File: src/rtl/rc5_round_sched.sv
// rtl/rc5_round_sched.sv - round scheduler, arbiter and result buffer for the shared RC5 datapath
//
// Ports:
//   clk                       single clock, rising edge
//   rst                       synchronous reset, active low
//   enc_req/enc_A/enc_B       encrypt requester: request held with block words until enc_gnt
//   dec_req/dec_A/dec_B       decrypt requester: request held with block words until dec_gnt
//   enc_gnt/dec_gnt           one-cycle grant pulse to the winning requester
//   dp_load/dp_A_in/dp_B_in   load the granted block into the datapath registers
//   dp_mode                   0 = encrypt, 1 = decrypt, stable for the whole block
//   dp_step/dp_k              perform step dp_k with the S words now on the table output
//   S_addr_a/S_addr_b         S-table addresses 2k/2k+1 of the step being prefetched
//   dp_A_out/dp_B_out         datapath register outputs, captured in DRAIN
//   res_valid/res_ready       result buffer handshake
//   res_mode/res_A/res_B      buffered result
//   busy                      high whenever the scheduler is not IDLE
module rc5_round_sched #(
    parameter int r        = 12,
    parameter int w        = 32,
    parameter int t_length = $clog2(2*r+2),
    parameter int k_length = $clog2(r+1)
) (
    input  logic                clk,
    input  logic                rst,
    input  logic                enc_req,
    input  logic [w-1:0]        enc_A,
    input  logic [w-1:0]        enc_B,
    input  logic                dec_req,
    input  logic [w-1:0]        dec_A,
    input  logic [w-1:0]        dec_B,
    output logic                enc_gnt,
    output logic                dec_gnt,
    output logic                dp_load,
    output logic [w-1:0]        dp_A_in,
    output logic [w-1:0]        dp_B_in,
    output logic                dp_mode,
    output logic                dp_step,
    output logic [k_length-1:0] dp_k,
    output logic [t_length-1:0] S_addr_a,
    output logic [t_length-1:0] S_addr_b,
    input  logic [w-1:0]        dp_A_out,
    input  logic [w-1:0]        dp_B_out,
    output logic                res_valid,
    input  logic                res_ready,
    output logic                res_mode,
    output logic [w-1:0]        res_A,
    output logic [w-1:0]        res_B,
    output logic                busy
);

    // Counts the steps still to be issued for the current block (r+1 per block).
    localparam int c_length = $clog2(r+2);
    localparam logic [k_length-1:0] k_last = k_length'(r);

    typedef enum logic [1:0] {IDLE, RUN, DRAIN, HOLD} state_t;

    state_t                state;
    logic                  last_served;   // 1 = decrypt served last
    logic [k_length-1:0]   addr_k;        // step whose S words are currently addressed
    logic [c_length-1:0]   steps_left;
    logic                  pick_dec;
    logic [k_length-1:0]   first_k;
    logic [k_length-1:0]   k_adv;

    function automatic logic [t_length-1:0] even_addr(input logic [k_length-1:0] k);
        return t_length'({k, 1'b0});
    endfunction

    function automatic logic [t_length-1:0] odd_addr(input logic [k_length-1:0] k);
        return t_length'({k, 1'b1});
    endfunction

    // Round-robin: a lone requester always wins; on a tie the one not served last wins.
    always_comb begin
        pick_dec = dec_req;
        if (enc_req && dec_req) begin
            pick_dec = ~last_served;
        end
    end

    assign first_k = pick_dec ? k_last : '0;
    assign k_adv   = dp_mode ? (addr_k - 1'b1) : (addr_k + 1'b1);
    assign busy    = (state != IDLE);

    always_ff @(posedge clk) begin
        if (!rst) begin
            state       <= IDLE;
            last_served <= 1'b1;
            addr_k      <= '0;
            steps_left  <= '0;
            enc_gnt     <= 1'b0;
            dec_gnt     <= 1'b0;
            dp_load     <= 1'b0;
            dp_A_in     <= '0;
            dp_B_in     <= '0;
            dp_mode     <= 1'b0;
            dp_step     <= 1'b0;
            dp_k        <= '0;
            S_addr_a    <= '0;
            S_addr_b    <= '0;
            res_valid   <= 1'b0;
            res_mode    <= 1'b0;
            res_A       <= '0;
            res_B       <= '0;
        end else begin
            enc_gnt <= 1'b0;
            dec_gnt <= 1'b0;
            dp_load <= 1'b0;
            dp_step <= 1'b0;
            case (state)
                IDLE: begin
                    if (enc_req || dec_req) begin
                        state       <= RUN;
                        last_served <= pick_dec;
                        enc_gnt     <= ~pick_dec;
                        dec_gnt     <= pick_dec;
                        dp_load     <= 1'b1;
                        dp_mode     <= pick_dec;
                        dp_A_in     <= pick_dec ? dec_A : enc_A;
                        dp_B_in     <= pick_dec ? dec_B : enc_B;
                        addr_k      <= first_k;
                        S_addr_a    <= even_addr(first_k);
                        S_addr_b    <= odd_addr(first_k);
                        steps_left  <= c_length'(r + 1);
                    end
                end
                RUN: begin
                    // The table has one cycle of read latency, so the step issued now
                    // uses the address presented last cycle while the next is prefetched.
                    if (steps_left != '0) begin
                        dp_step    <= 1'b1;
                        dp_k       <= addr_k;
                        steps_left <= steps_left - 1'b1;
                        // The final step leaves the address parked on its own words.
                        if (steps_left != c_length'(1)) begin
                            addr_k   <= k_adv;
                            S_addr_a <= even_addr(k_adv);
                            S_addr_b <= odd_addr(k_adv);
                        end
                    end else begin
                        state <= DRAIN;
                    end
                end
                DRAIN: begin
                    res_A     <= dp_A_out;
                    res_B     <= dp_B_out;
                    res_mode  <= dp_mode;
                    res_valid <= 1'b1;
                    state     <= HOLD;
                end
                HOLD: begin
                    if (res_ready) begin
                        res_valid <= 1'b0;
                        state     <= IDLE;
                    end
                end
                default: state <= IDLE;
            endcase
        end
    end

endmodule
File: config.mk
export PLATFORM = sky130hd
export DESIGN_NAME = rc5_round_sched
export DESIGN_NICKNAME = d
export VERILOG_FILES = /design/src/rtl/rc5_round_sched.sv
export SDC_FILE = /design/constraint.sdc
export NUM_CORES = 1
export LEC_CHECK = 0
export CORE_MARGIN = 4
export CORE_UTILIZATION = 30
export CTS_CLUSTER_SIZE = 20
export DETAILED_ROUTE_END_ITERATION = 8
export DONT_BUFFER_PORTS = 1
export GPL_TIMING_DRIVEN = 0
export HOLD_SLACK_MARGIN = 0.03
export PLACE_DENSITY_LB_ADDON = 0.3
export SLEW_MARGIN = 40
export SYNTH_ARGS = -nofsm -noshare
export SYNTH_HDL_FRONTEND = slang
export SYNTH_SLANG_ARGS = --single-unit
File: constraint.sdc
create_clock -name clk -period 5.2 [get_ports clk]
set_input_delay 0.52 -clock clk [delete_from_list [all_inputs] [get_ports clk]]
set_output_delay 0.52 -clock clk [all_outputs]
set_load 0.02 [all_outputs]
== Word level (Yosys, flattened, before mapping) ==
Cells that the tools add are included.

* Bits in registers: 160
* Latch bits: 0
* Memory bits (writable): 0
* Memory bits (read-only): 0
* Bits of input ports: 197
* Output and inout port bits: 150
* Word-level logic and storage cells: 76
* Memories: 0

* Add/subtract/negate cells: 3
* Multiply operators: 0
* Div/mod/pow operators: 0
* Order comparisons: 0
* Equal/unequal tests: 9
* Shifts and indexed selects: 0
* Mux-type cells: 28
* Bitwise gates (word level): 2
* Reduce and logical (&&, ||, !) cells: 16

{| class="wikitable"
|+ Operators by type and width
! cell !! count
|-
| $mux W32 || 2
|-
| $mux W5 || 6
|-
| $mux W4 || 7
|-
| $pmux W5 S2 || 2
|-
| $pmux W4 S2 || 2
|-
| $ne A2 B2 Y1 const B || 5
|-
| $reduce_and A2 Y1 || 5
|-
| $reduce_and A3 Y1 || 3
|-
| $pmux W2 S4 || 1
|-
| $sub A4 B1 Y4 const B || 2
|-
| $mux W2 || 3
|-
| $reduce_bool A2 Y1 || 3
|-
| $add A4 B1 Y4 const B || 1
|-
| $eq A2 B2 Y1 const B || 2
|-
| $mux W1 || 4
|-
| $ne A4 B1 Y1 const B || 1
|-
| $reduce_and A4 Y1 || 1
|-
| $reduce_bool A4 Y1 || 1
|-
| $eq A2 B1 Y1 const B || 1
|-
| $logic_not A2 Y1 || 1
|-
| $not A1 Y1 || 2
|-
| $pmux W1 S2 || 1
|-
| $logic_and A1 B1 Y1 || 1
|-
| $logic_or A1 B1 Y1 || 1
|}

== Longest topological paths before layout ==
* Word-level depth: 5
* Mapped depth: 8
* Depth with buffers taken out: 6

== Least setup slack after synthesis ==
Ideal clock, no wire load.

* Path kind: register -> register
* From: reg state[0]
* To: reg S_addr_b[4]
* Setup time: 92 ps
* Arrival time: 1,597 ps
* Data required time: 5,108 ps
* Setup slack: 3,511 ps
* Stages on the path, launching flop included: 7
* Cells stage by stage: dfxtp_1 -> inv_1 -> ha_1 -> nor3b_2 -> a211oi_2 -> o211ai_1 -> o32ai_1

* Word-level cells in the longest chain between the ends: 3

{| class="wikitable"
|+ RTL lines
! element !! line !! RTL
|-
| start, declared || 57 || <nowiki>state_t state;</nowiki>
|-
| start signal, assigned || 87 || <nowiki>state <= IDLE;</nowiki>
|-
| start signal, assigned || 113 || <nowiki>state <= RUN;</nowiki>
|-
| start signal, assigned || 141 || <nowiki>state <= DRAIN;</nowiki>
|-
| $eq A2 B1 Y1 / $logic_not A2 Y1 (equally long branches) || 110 || <nowiki>case (state)</nowiki>
|-
| $ne A2 B2 Y1 (no source line) / $reduce_bool A2 Y1 (equally long branches) || - ||
|-
| $reduce_and A4 Y1 (no source line) || - ||
|-
| end signal, assigned || 123 || <nowiki>S_addr_b <= odd_addr(first_k);</nowiki>
|-
| end signal, assigned || 138 || <nowiki>S_addr_b <= odd_addr(k_adv);</nowiki>
|-
| end, declared || 40 || <nowiki>output logic [t_length-1:0] S_addr_b,</nowiki>
|}

Parallel ways exist; a longest one is shown, timed or not.
A chain may end at the register's enable or synchronous reset.

== Worst setup path in the final report ==
* From: reg state[0]
* To: reg dp_A_in[23]

* Word-level cells in the longest chain between the ends: 2

{| class="wikitable"
|+ RTL lines
! element !! line !! RTL
|-
| $logic_not A2 Y1 || 110 ||
|-
| $reduce_and A2 Y1 (no source line) || - ||
|-
| end signal, assigned || 119 || <nowiki>dp_A_in <= pick_dec ? dec_A : enc_A;</nowiki>
|-
| end, declared || 34 || <nowiki>output logic [w-1:0] dp_A_in,</nowiki>
|}

No other way between the ends.

==> flow_metrics.tcl <==
set metrics [dict create \
    grt_start_max_net_pins 17 \
    routabilityCongestion 0.8106 \
    cellInternalPower_uw 2652 \
    reg2reg_from "state[0]" \
    synth-seq-area-share_pct 45.89 \
    post_route_cells_drive_above_1_share_pct 10.79 \
    worst_clk_skew_ns 0.01204 \
    crit-reg2reg-capture "dp_A_in[23]" \
    global_route_wire_length_before_repair_um 28500 \
    totalNegativeSetupSlack_ns 0 \
    post_synth_instance_area_sq_mm 0.006588 \
    drt_pre_antenna_iters 4 \
    pwr-share-comb_pct 25.0 \
    final_net_count 852 \
    num_io_pins 347 \
    synth_seq_cells 151 \
    p_leak_uw 0.003324 \
    worst_margin_slew_ns 0.7788 \
    syn_nets 833 \
    p_switching_uw 1773 \
    path_class "flip-flop to flip-flop" \
    rr_worst_depth 8 \
    clock_tree.root_cell "sky130_fd_sc_hd__clkbuf_16" \
    clk_latency_ns 0.43 \
    h_tree_levels 4 \
    drt_iter0_drc 182 \
    power_frac_seq_pct 47.2 \
    critPathMaxStageDelay_ns 0.34 \
    hpwl_um 15810 \
    endpoint_kind "flip-flop" \
    synth_top_cell_by_area "sky130_fd_sc_hd__dfxtp_1" \
    outcome "finished clean" \
    tritoncts "built" \
    detail_route.wl_per_cell_um 21.07 \
    via_per_inst 5.025 \
    whs_endpoint "res_B[12]" \
    power_frac_clock_pct 27.8 \
    whs_path_depth 2 \
    power.density_mw_per_mm2 588.9 \
    worstPathBufferInverterCount 4 \
    fmaxAchievable_mhz 447.0 \
    routed_wl_um 19680 \
    cap_viol_max_count 0 \
    asyncSetResetFlopFracSynth_pct 0 \
    unrepaired_setup_endpoints_after_global_routing "no" \
    grt_pass1_vias 4991 \
    coreArea_sq_mm 0.02129 \
    post-route-drc-count 0 \
    clk_transition_reported_paths_ns 0.06 \
    hold_viol 0 \
    clock_tree.buffer_depth 2 \
    cp_slowest_cell "sky130_fd_sc_hd__dfxtp_1" \
    placement.io_buffers 0 \
    setup_viol 0 \
    netlist-cell-type-count 44 \
    worst_ep_required_time_ns 5.51 \
    synth_top_area_share_pct 45.89 \
    data_arrival_at_the_endpoint_of_the_critical_path_ns 2.55 \
    die-width_um 156.2 \
    flow.area_growth_from_synthesis_pct 14.07 \
    r2r_slack_ns 2.96 \
    sw_frac_of_total_pct 40.06 \
    start_kind "flip-flop" \
    ctsResizeCount 0 \
    slew_viol_final 0 \
    numClockSinks 151 \
    power.total_uw 4425 \
    syn-mean-instance-area_sq_um 10.52 \
    antenna_found_initial 1 \
    worst_path_dominant_cell_family "buffers and inverters" \
    core.rowCount 53 \
    max_vdd_drop_mv 0.1920 \
    cts-hold-fix-buffers 0 \
    synth-edff-count 0 \
    synth_top_flop_cell "sky130_fd_sc_hd__dfxtp_1" \
    path_cells "inv_1, ha_1, inv_1, nor2_1, buf_2, buf_2, nand2_1, o211a_1" \
    dieHeight_um 156.2 \
    die-area_sq_mm 0.02439 \
    worst_hold_path_class "primary input to flip-flop" \
    routed-via-count 4693 \
    drtAntennaViolNets 0 \
    fin_crit_sh_pct 43.02 \
    min_period_ns 2.237 \
    slew-limit-headroom_pct 48.08 \
    path_max_fanout 10 \
    synthesis.instances 626 \
    yosysWarnings 0 \
    initial_core_util_pct 30.95 \
    post_cts_setup_buffer_count 0 \
    synth.top_cells.by_area "sky130_fd_sc_hd__dfxtp_1 (46%), sky130_fd_sc_hd__mux2i_1 (20%), sky130_fd_sc_hd__o211a_1 (9.9%), sky130_fd_sc_hd__nor2b_1 (6.7%), sky130_fd_sc_hd__nand2_1 (4.3%)" \
    cts_buffers 17 \
    grt.overflow.total 0 \
    hold_start "dp_B_out[12]" \
    grt.total_usage_pct 15.13 \
]
## flip-flops by register name, summed over array words and instances, names as in the netlist
| register | flops |
|---|---|
| dp_A_in | 32 |
| dp_B_in | 32 |
| res_A | 32 |
| res_B | 32 |
| S_addr_b | 5 |
| dp_k | 4 |
| steps_left | 4 |
| state | 2 |
| dec_gnt | 1 |
| dp_load | 1 |
| dp_mode | 1 |
| dp_step | 1 |
| enc_gnt | 1 |
| last_served | 1 |
| res_mode | 1 |
| res_valid | 1 |
## cells in the mapped netlist (all sizes together) (2+ instances only)
cell type  number
dfxtp         151
nand3           5
and3            3
a211oi          2
o211a          65
or3             3
o21ai           2
nand2          76
a21oi           4
nor2b          71
buf            33
o211ai          2
inv             7
a21boi         10
o21a            2
clkbuf         21
nor3b           2
mux2i         131
a31oi           2
nand2b          2
xnor2           3
nor2            7
ha              9
## routing by layer
layer / vias up / track usage [%] / part of all wire (%)
li1: 2222 / - / -
met1: 2167 / 14.86 / 35
met2: 276 / 27.30 / 50
met3: 28 / 7.989 / 13
met4: 0 / 5.083 / 2.6
met5: - / 0 / 0
## metrics by stage
stage | instance area [sq um] | utilization, % | hold slack (ns) | instances | setup WS [ns]
6_report | 7515 | 35.30 | 0.2758 | 934 | 2.963
5_1_grt | 7515 | 35.30 | 0.2644 | 934 | 2.713
3_5_place_dp | 6932 | 32.56 | 0.4803 | 901 | 2.930
4_1_cts | 7512 | 35.29 | 0.2526 | 933 | 2.919
2_1_floorplan | 6588 | - | 0.4527 | 626 | 3.511
3_3_place_gp | 6932 | 32.56 | 0.4777 | 901 | 2.959
## how the worst max path moves through the flow
stage             start          end  cells after the start
2_1_floorplan  state[0]  S_addr_b[4]                      6
3_3_place_gp   state[0]  dp_A_in[26]                      8
3_5_place_dp   state[0]  dp_A_in[23]                      8
4_1_cts        state[0]  dp_A_in[23]                      8
5_1_grt        state[0]  dp_A_in[25]                      8
6_report       state[0]  dp_A_in[23]                      8
## power groups by stage
stage / combinational [uW] / sequential, uW / clock (uW)
floorplan: 895 / 2020 / 0
global placement: 1070 / 2120 / 0
detailed placement: 1120 / 2120 / 0
CTS: 1120 / 2100 / 1260
global route: 1240 / 2140 / 1310
finish: 1110 / 2090 / 1230
## cells in the final DEF (no fill, tap or decap), drive strengths merged
| cell type | synthesis | final |
|---|---|---|
| a211oi | 2 | 2 |
| a21boi | 10 | 10 |
| a21oi | 4 | 4 |
| a221oi | 1 | 1 |
| a22oi | 1 | 1 |
| a31oi | 2 | 2 |
| and2 | 1 | 1 |
| and3 | 3 | 3 |
| and4 | 1 | 1 |
| and4bb | 1 | 1 |
| buf | 33 | 33 |
| bufinv | 0 | 1 |
| clkbuf | 21 | 39 |
| clkinv | 0 | 4 |
| clkinvlp | 0 | 2 |
| conb | 1 | 1 |
| dfxtp | 151 | 151 |
| diode | 0 | 1 |
| fa | 1 | 1 |
| ha | 9 | 9 |
| inv | 7 | 14 |
| mux2i | 131 | 131 |
| nand2 | 76 | 76 |
| nand2b | 2 | 2 |
| nand3 | 5 | 5 |
| nand4 | 1 | 1 |
| nor2 | 7 | 7 |
| nor2b | 71 | 71 |
| nor3b | 2 | 2 |
| nor4 | 1 | 1 |
| o211a | 65 | 65 |
| o211ai | 2 | 2 |
| o21a | 2 | 2 |
| o21ai | 2 | 2 |
| o221a | 1 | 1 |
| o32ai | 1 | 1 |
| or2 | 1 | 1 |
| or3 | 3 | 3 |
| or3b | 1 | 1 |
| xnor2 | 3 | 3 |
## area by class of cell
class	count	area, sq um
clock inverter	14	141.4
clock buffer	18	439.2
sequential	151	3023
inverter	7	26.28
fill	2182	13770
antenna	1	2.502
tap	275	344.1
multi-input combinational	414	3253
buffer	54	285.3
## cells by family after synthesis
family	synth area share (%)
AO/OA/AOI/OAI	13.24
XOR/XNOR	0.3989
adder cells (fa/ha/maj)	2.013
buffers and inverters	4.729
flip-flops	45.89
multiplexers	19.91
other	0.05693
AND/OR/NAND/NOR	13.77
Note: power is estimated with default switching activity, not from simulation.
